**config.mk**
```make
export PLATFORM = sky130hd
export DESIGN_NAME = bram_loader_flat
export DESIGN_NICKNAME = d
export VERILOG_FILES = /design/src/rtl/cpu_pkg.sv /design/src/rtl/bram_loader_if.sv /design/src/rtl/loader_word_asm.sv /design/src/rtl/bram_loader.sv /design/src/flat_wrapper.sv
export SDC_FILE = /design/constraint.sdc
export NUM_CORES = 1
export LEC_CHECK = 0
export ABC_AREA = 1
export BUFFER_PORTS_ARGS = -buffer_cell sky130_fd_sc_hd__buf_2
export CAP_MARGIN = 20
export CORE_UTILIZATION = 57
export CTS_CLUSTER_DIAMETER = 100
export DETAILED_ROUTE_END_ITERATION = 10
export PLACE_DENSITY = 0.75
export SYNTH_ARGS = -nofsm -noshare
export SYNTH_HDL_FRONTEND = slang
export SYNTH_SLANG_ARGS = --single-unit
```
**constraint.sdc**
```tcl
create_clock -name clk -period 1.6 [get_ports clk]
set_input_delay 0.08 -clock clk [delete_from_list [all_inputs] [get_ports clk]]
set_output_delay 0.08 -clock clk [all_outputs]
set_load 0.05 [all_outputs]
```
**src/rtl/cpu_pkg.sv**
```systemverilog
// Shared definitions for the program loader: FSM state encoding and default geometry.
package cpu_pkg;

  typedef enum logic [2:0] {
    IDLE,
    LEN_HI,
    LEN_LO,
    DATA_HI,
    DATA_LO,
    WRITE,
    CSUM,
    DONE
  } load_state_t;

  localparam int          DEFAULT_DEPTH      = 1024;
  localparam logic [15:0] DEFAULT_START_ADDR = 16'h0000;
  localparam int          HEADER_BYTES       = 2;

endpackage

```
**src/rtl/bram_loader_if.sv**
```systemverilog
// Byte-stream input and BRAM port-B write bus of the program loader.
interface bram_loader_if #(
  parameter int ADDR_W = 16
);

  logic [7:0]        in_data;
  logic              in_valid;
  logic              in_ready;
  logic [15:0]       data_b;
  logic [ADDR_W-1:0] addr_b;
  logic              we_b;

  modport master (
    input  in_data, in_valid,
    output in_ready, data_b, addr_b, we_b
  );

  modport slave (
    output in_data, in_valid,
    input  in_ready, data_b, addr_b, we_b
  );

endinterface

```
**src/rtl/loader_word_asm.sv**
```systemverilog
// Packs a big-endian hi/lo byte pair into a 16-bit word; word_valid pulses the cycle after the low byte.
module loader_word_asm (
  input  logic        clk,
  input  logic        reset,
  input  logic        hi_en,
  input  logic        lo_en,
  input  logic [7:0]  byte_in,
  output logic [15:0] word,
  output logic        word_valid
);

  logic [7:0] hi_byte;

  always_ff @(posedge clk) begin
    if (reset) begin
      hi_byte    <= '0;
      word       <= '0;
      word_valid <= 1'b0;
    end else begin
      word_valid <= lo_en;
      if (hi_en) hi_byte <= byte_in;
      if (lo_en) word <= {hi_byte, byte_in};
    end
  end

endmodule

```
**src/rtl/bram_loader.sv**
```systemverilog
// Program loader: length-prefixed byte stream -> sequential 16-bit BRAM port-B writes, CPU held meanwhile.
// Optional trailing XOR checksum byte when BRAM_LOADER_CHECKSUM_EN is defined.
module bram_loader
  import cpu_pkg::*;
#(
  parameter int                ADDR_W     = 16,
  parameter logic [ADDR_W-1:0] START_ADDR = ADDR_W'(DEFAULT_START_ADDR),
  parameter int                DEPTH      = DEFAULT_DEPTH
) (
  input  logic          clk,
  input  logic          reset,
  input  logic          start,
  bram_loader_if.master bus,
  output logic          cpu_hold,
  output logic          busy,
  output logic          done,
  output logic          error
);

`ifdef BRAM_LOADER_CHECKSUM_EN
  localparam load_state_t LAST_STATE = CSUM;
`else
  localparam load_state_t LAST_STATE = DONE;
`endif
  localparam logic [16:0] DEPTH_LIMIT = 17'(DEPTH);

  load_state_t       state, state_nxt;
  logic [7:0]        len_hi;
  logic [15:0]       remaining;
  logic [ADDR_W-1:0] addr;
  logic [15:0]       word;
  logic              word_valid;
  logic              in_ready;
  logic              accept;
  logic              idle_like;
  logic [15:0]       length_full;
  logic              too_long;
`ifdef BRAM_LOADER_CHECKSUM_EN
  logic [7:0]        csum;
`endif

  assign accept      = bus.in_valid && in_ready;
  assign idle_like   = (state == IDLE) || (state == DONE);
  assign length_full = {len_hi, bus.in_data};
  assign too_long    = {1'b0, length_full} > DEPTH_LIMIT;

  loader_word_asm u_word_asm (
    .clk        (clk),
    .reset      (reset),
    .hi_en      (accept && (state == DATA_HI)),
    .lo_en      (accept && (state == DATA_LO)),
    .byte_in    (bus.in_data),
    .word       (word),
    .word_valid (word_valid)
  );

  always_comb begin
    state_nxt = state;
    in_ready  = 1'b0;
    case (state)
      IDLE, DONE: if (start) state_nxt = LEN_HI;
      LEN_HI: begin
        in_ready = 1'b1;
        if (accept) state_nxt = LEN_LO;
      end
      LEN_LO: begin
        in_ready = 1'b1;
        if (accept) begin
          if (too_long)               state_nxt = IDLE;
          else if (length_full == '0) state_nxt = LAST_STATE;
          else                        state_nxt = DATA_HI;
        end
      end
      DATA_HI: begin
        in_ready = 1'b1;
        if (accept) state_nxt = DATA_LO;
      end
      DATA_LO: begin
        in_ready = 1'b1;
        if (accept) state_nxt = WRITE;
      end
      WRITE: state_nxt = (remaining == 16'd1) ? LAST_STATE : DATA_HI;
`ifdef BRAM_LOADER_CHECKSUM_EN
      CSUM: begin
        in_ready = 1'b1;
        if (accept) state_nxt = (bus.in_data == csum) ? DONE : IDLE;
      end
`endif
      default: state_nxt = IDLE;
    endcase
  end

  assign busy         = !idle_like;
  assign cpu_hold     = !idle_like;
  assign bus.in_ready = in_ready;
  assign bus.we_b     = (state == WRITE) && word_valid;
  assign bus.addr_b   = addr;
  assign bus.data_b   = word;

  // done is registered so it appears only on the first DONE cycle, not while parked there.
  always_ff @(posedge clk) begin
    if (reset) begin
      state     <= IDLE;
      len_hi    <= '0;
      remaining <= '0;
      addr      <= START_ADDR;
      done      <= 1'b0;
      error     <= 1'b0;
`ifdef BRAM_LOADER_CHECKSUM_EN
      csum      <= '0;
`endif
    end else begin
      state <= state_nxt;
      done  <= (state_nxt == DONE) && (state != DONE);
      if (idle_like && start) begin
        error <= 1'b0;
        addr  <= START_ADDR;
`ifdef BRAM_LOADER_CHECKSUM_EN
        csum  <= '0;
`endif
      end
      if (accept && (state == LEN_HI)) len_hi <= bus.in_data;
      if (accept && (state == LEN_LO)) begin
        remaining <= length_full;
        if (too_long) error <= 1'b1;
      end
      if (state == WRITE) begin
        addr      <= addr + ADDR_W'(1);
        remaining <= remaining - 16'd1;
      end
`ifdef BRAM_LOADER_CHECKSUM_EN
      if (accept && ((state == DATA_HI) || (state == DATA_LO))) csum <= csum ^ bus.in_data;
      if (accept && (state == CSUM) && (bus.in_data != csum)) error <= 1'b1;
`endif
    end
  end

endmodule
```
**src/flat_wrapper.sv**
```systemverilog
// flat-port wrapper written by rule: the top's interface ports become plain ports
module bram_loader_flat import cpu_pkg::*;
#(
  parameter int                ADDR_W     = 16,
  parameter logic [ADDR_W-1:0] START_ADDR = ADDR_W'(DEFAULT_START_ADDR),
  parameter int                DEPTH      = DEFAULT_DEPTH
)
  (clk, reset, start, cpu_hold, busy, done, error, bus_in_data, bus_in_valid, bus_in_ready, bus_data_b, bus_addr_b, bus_we_b);
  bram_loader_if #(.ADDR_W(ADDR_W)) bus_i ();
  input  logic clk;
  input  logic reset;
  input  logic start;
  output logic cpu_hold;
  output logic busy;
  output logic done;
  output logic error;
  input wire logic [$bits(bus_i.in_data)-1:0] bus_in_data;
  input wire logic [$bits(bus_i.in_valid)-1:0] bus_in_valid;
  output wire logic [$bits(bus_i.in_ready)-1:0] bus_in_ready;
  output wire logic [$bits(bus_i.data_b)-1:0] bus_data_b;
  output wire logic [$bits(bus_i.addr_b)-1:0] bus_addr_b;
  output wire logic [$bits(bus_i.we_b)-1:0] bus_we_b;
  assign bus_i.in_data = bus_in_data;
  assign bus_i.in_valid = bus_in_valid;
  assign bus_in_ready = bus_i.in_ready;
  assign bus_data_b = bus_i.data_b;
  assign bus_addr_b = bus_i.addr_b;
  assign bus_we_b = bus_i.we_b;
  bram_loader #(.ADDR_W(ADDR_W), .START_ADDR(START_ADDR), .DEPTH(DEPTH)) u_core (.clk(clk), .reset(reset), .start(start), .bus(bus_i), .cpu_hold(cpu_hold), .busy(busy), .done(done), .error(error));
endmodule
```
==> flow_summary.toml <==
[run_status]
status = "completed"

[final_layout]
utilization_pct = 70.7
n_antenna_cell = 0
area_delta_synth_final_pct = 18.4
drive_above_1_share_pct = 19.3
num-nets-final = 622

[critical_path]
path_max_fanout = 6
start_kind = "flop"
cp_data_required_time_ns = 1.84
timing.rr.start = "u_core.state[1]"
timing_worst_setup_path_type = "reg -> reg"
startpoint = "u_core.state[1]"
crit_arrival_ns = 1.78
end_kind = "flop"

[cts]
cts_root_buf = "clkbuf_8"
numCtsBuffers = 9
path_clk_slew_ns = 0.09
cts_num_sinks = 70
htree_levels = 3
worstSkewPairLatency_ns = 0.36
clk_path_buf_depth = 2
cts_tree = "done"
cts_hold_repair.buffers = 0

[die]
pin_count = 50
start_util_pct = 59.7
die_w_um = 81.2
die_area_um2 = 6590
die_y_um = 81.2
rows = 28
core_um2 = 5990

[sta]
drv_slew = 0
finClkSkew_ns = 0.00981
fmax_ghz = 0.650
post-route-min-period_ns = 1.54
layout_worst_path_cycle_share_pct = 96.1
hold_ws_ns = 0.0489
fin_setup_tns_ns = 0
max-slew-margin-rel_pct = 78.5
worst_slew_pin_slew_ns = 0.323
worst_slack_ns = 0.0619
hold_violations = 0
setup_violations = 0

[routing]
dr_total_vias = 3775
routedWlPerCell_um = 14.0
routed_via_density = 5.49
firstDrtPassIters = 5
route.detailed.drc = 0
drt_iter0_drc = 274
routed_wl_um = 9600
ant_nets = 0

[yosys]
synth_most_common_cell = "nand2_1"
yosys.area.top_type = "dfxtp_1"
yosysWarnings = 0
yosysSeqAreaShare_pct = 39.2
yosys.area.top_type_share_pct = 39.2
synth_area_per_cell_um2 = 6.60
synthTopCellsByArea = "dfxtp_1 (39%), nand2_1 (14%), nor2_1 (8.4%)"
synth_nets = 557
async_flop_share_pct = 0
yosysUniqueCellTypes = 33
postSynthRegisterBits = 70
syn_area_um2 = 3580
synth_common_cells = "nand2_1 (134), nor2_1 (80), dfxtp_1 (70)"
synth_enable_flop_cells = 0
netlist_instances = 542
synth_flop_cell = "dfxtp_1"

[placement]
place.gp.congestion = 0.888
post-place-ws_ns = 0.0437
port_buffers = 49
hpwl_um = 6640

[run]
cap_violations = 0

[pwr]
irDropWorstVdd_mv = 0.663
p_total_w = 0.00385
p_leak_nw = 1.90
powerDensity_nw_per_um2 = 909

[global_routing]
grt_max_degree = 32
antenna_found_initial = 0
overflow = 0
grt_pass1_vias = 3448
grt_util_all_layers_pct = 30.8
grt_pass1_wl_um = 15700

[min_path]
hold_start = "bus_in_data[2]"
hp-class = "in -> reg"
kinds of logic (layout without fill, tap and decap cells):
| logic type | after synthesis | in the layout | share of synthesized area, % |
|---|---|---|---|
| and+or+nand+nor | 294 | 294 | 35.4 |
| adders and majority gates | 3 | 3 | 1.05 |
| AOI/OAI and AO/OA | 100 | 100 | 14.8 |
| DFF | 70 | 70 | 39.2 |
| xor gates and xnor gates | 1 | 1 | 0.245 |
| buffers and inverters | 74 | 144 | 9.34 |
stage by stage:
step	cells	instance area [um^2]
5_1_grt	687	4230
2_1_floorplan	542	3580
3_3_place_gp	662	3930
4_1_cts	678	4120
3_5_place_dp	662	3930
6_report	687	4230
state kept, by name (all words and copies together) (netlist names):
| signal | cells |
|---|---|
| u_core.error | 1 |
| u_core.state | 3 |
| u_core.remaining | 16 |
| u_core.u_word_asm.hi_byte | 8 |
| u_core.len_hi | 8 |
| u_core.done | 1 |
| u_core.bus.addr_b | 16 |
| u_core.u_word_asm.word_valid | 1 |
| u_core.u_word_asm.word | 16 |
routing by layer:
metal	GRT usage, %	up-vias	routed length, um
li1	-	1893	-
met3	5.39	24	615
met5	0	-	0
met1	40.3	1716	4340
met2	50.4	142	4440
met4	11.8	0	214
final timing paths:
path                                endpoint  slack [ns]  cells past startpoint
setup reg to reg         u_core.remaining[1]        0.06                      7
setup / recovery         u_core.remaining[1]        0.06                      7
hold reg to reg   u_core.u_word_asm.word[14]        0.46                      2
hold / removal     u_core.u_word_asm.word[2]        0.05                      3
timing repair:
action,4_1_cts,5_1_grt
setup endpoints to repair,1,29
buffers inserted,0,9
gates cloned,0,0
gates resized for setup,2,12
pin swaps,0,3
cell usage in the layout, fill, tap and decap left out, types with 5 or more instances in the layout:
master,instances
clkbuf_8,9
inv_2,6
dfxtp_1,65
buf_4,21
nand2_1,133
buf_2,48
nand3_1,59
o21ai_1,5
nor2_1,78
inv_1,47
a21oi_1,52
o21ai_0,30
layout make-up:
type | count | area, um^2
Fill cell | 510 | 1760
Sequential cell | 70 | 1410
Timing Repair Buffer | 73 | 469
Tap cell | 75 | 93.8
Multi-Input combinational cell | 398 | 1860
Inverter | 55 | 211
Clock buffer | 9 | 124
Clock inverter | 7 | 61.3
critical path: stages, from the launching register on:
cell and delay [ns]:
dfxtp_4 0.39, inv_1 0.10, nor3_4 0.32, nand2_4 0.14, buf_12 0.15, buf_4 0.12
o211ai_1 0.14, a21oi_1 0.06
where the power goes:
part           leakage (nW)  total, W  internal (W)  switching [W]
clock                0.0892   0.00139      0.000595       0.000792
sequential            0.568   0.00182       0.00178      0.0000368
combinational          1.25  0.000637      0.000197       0.000440
No activity file was read; power rests on OpenSTA's default activity.
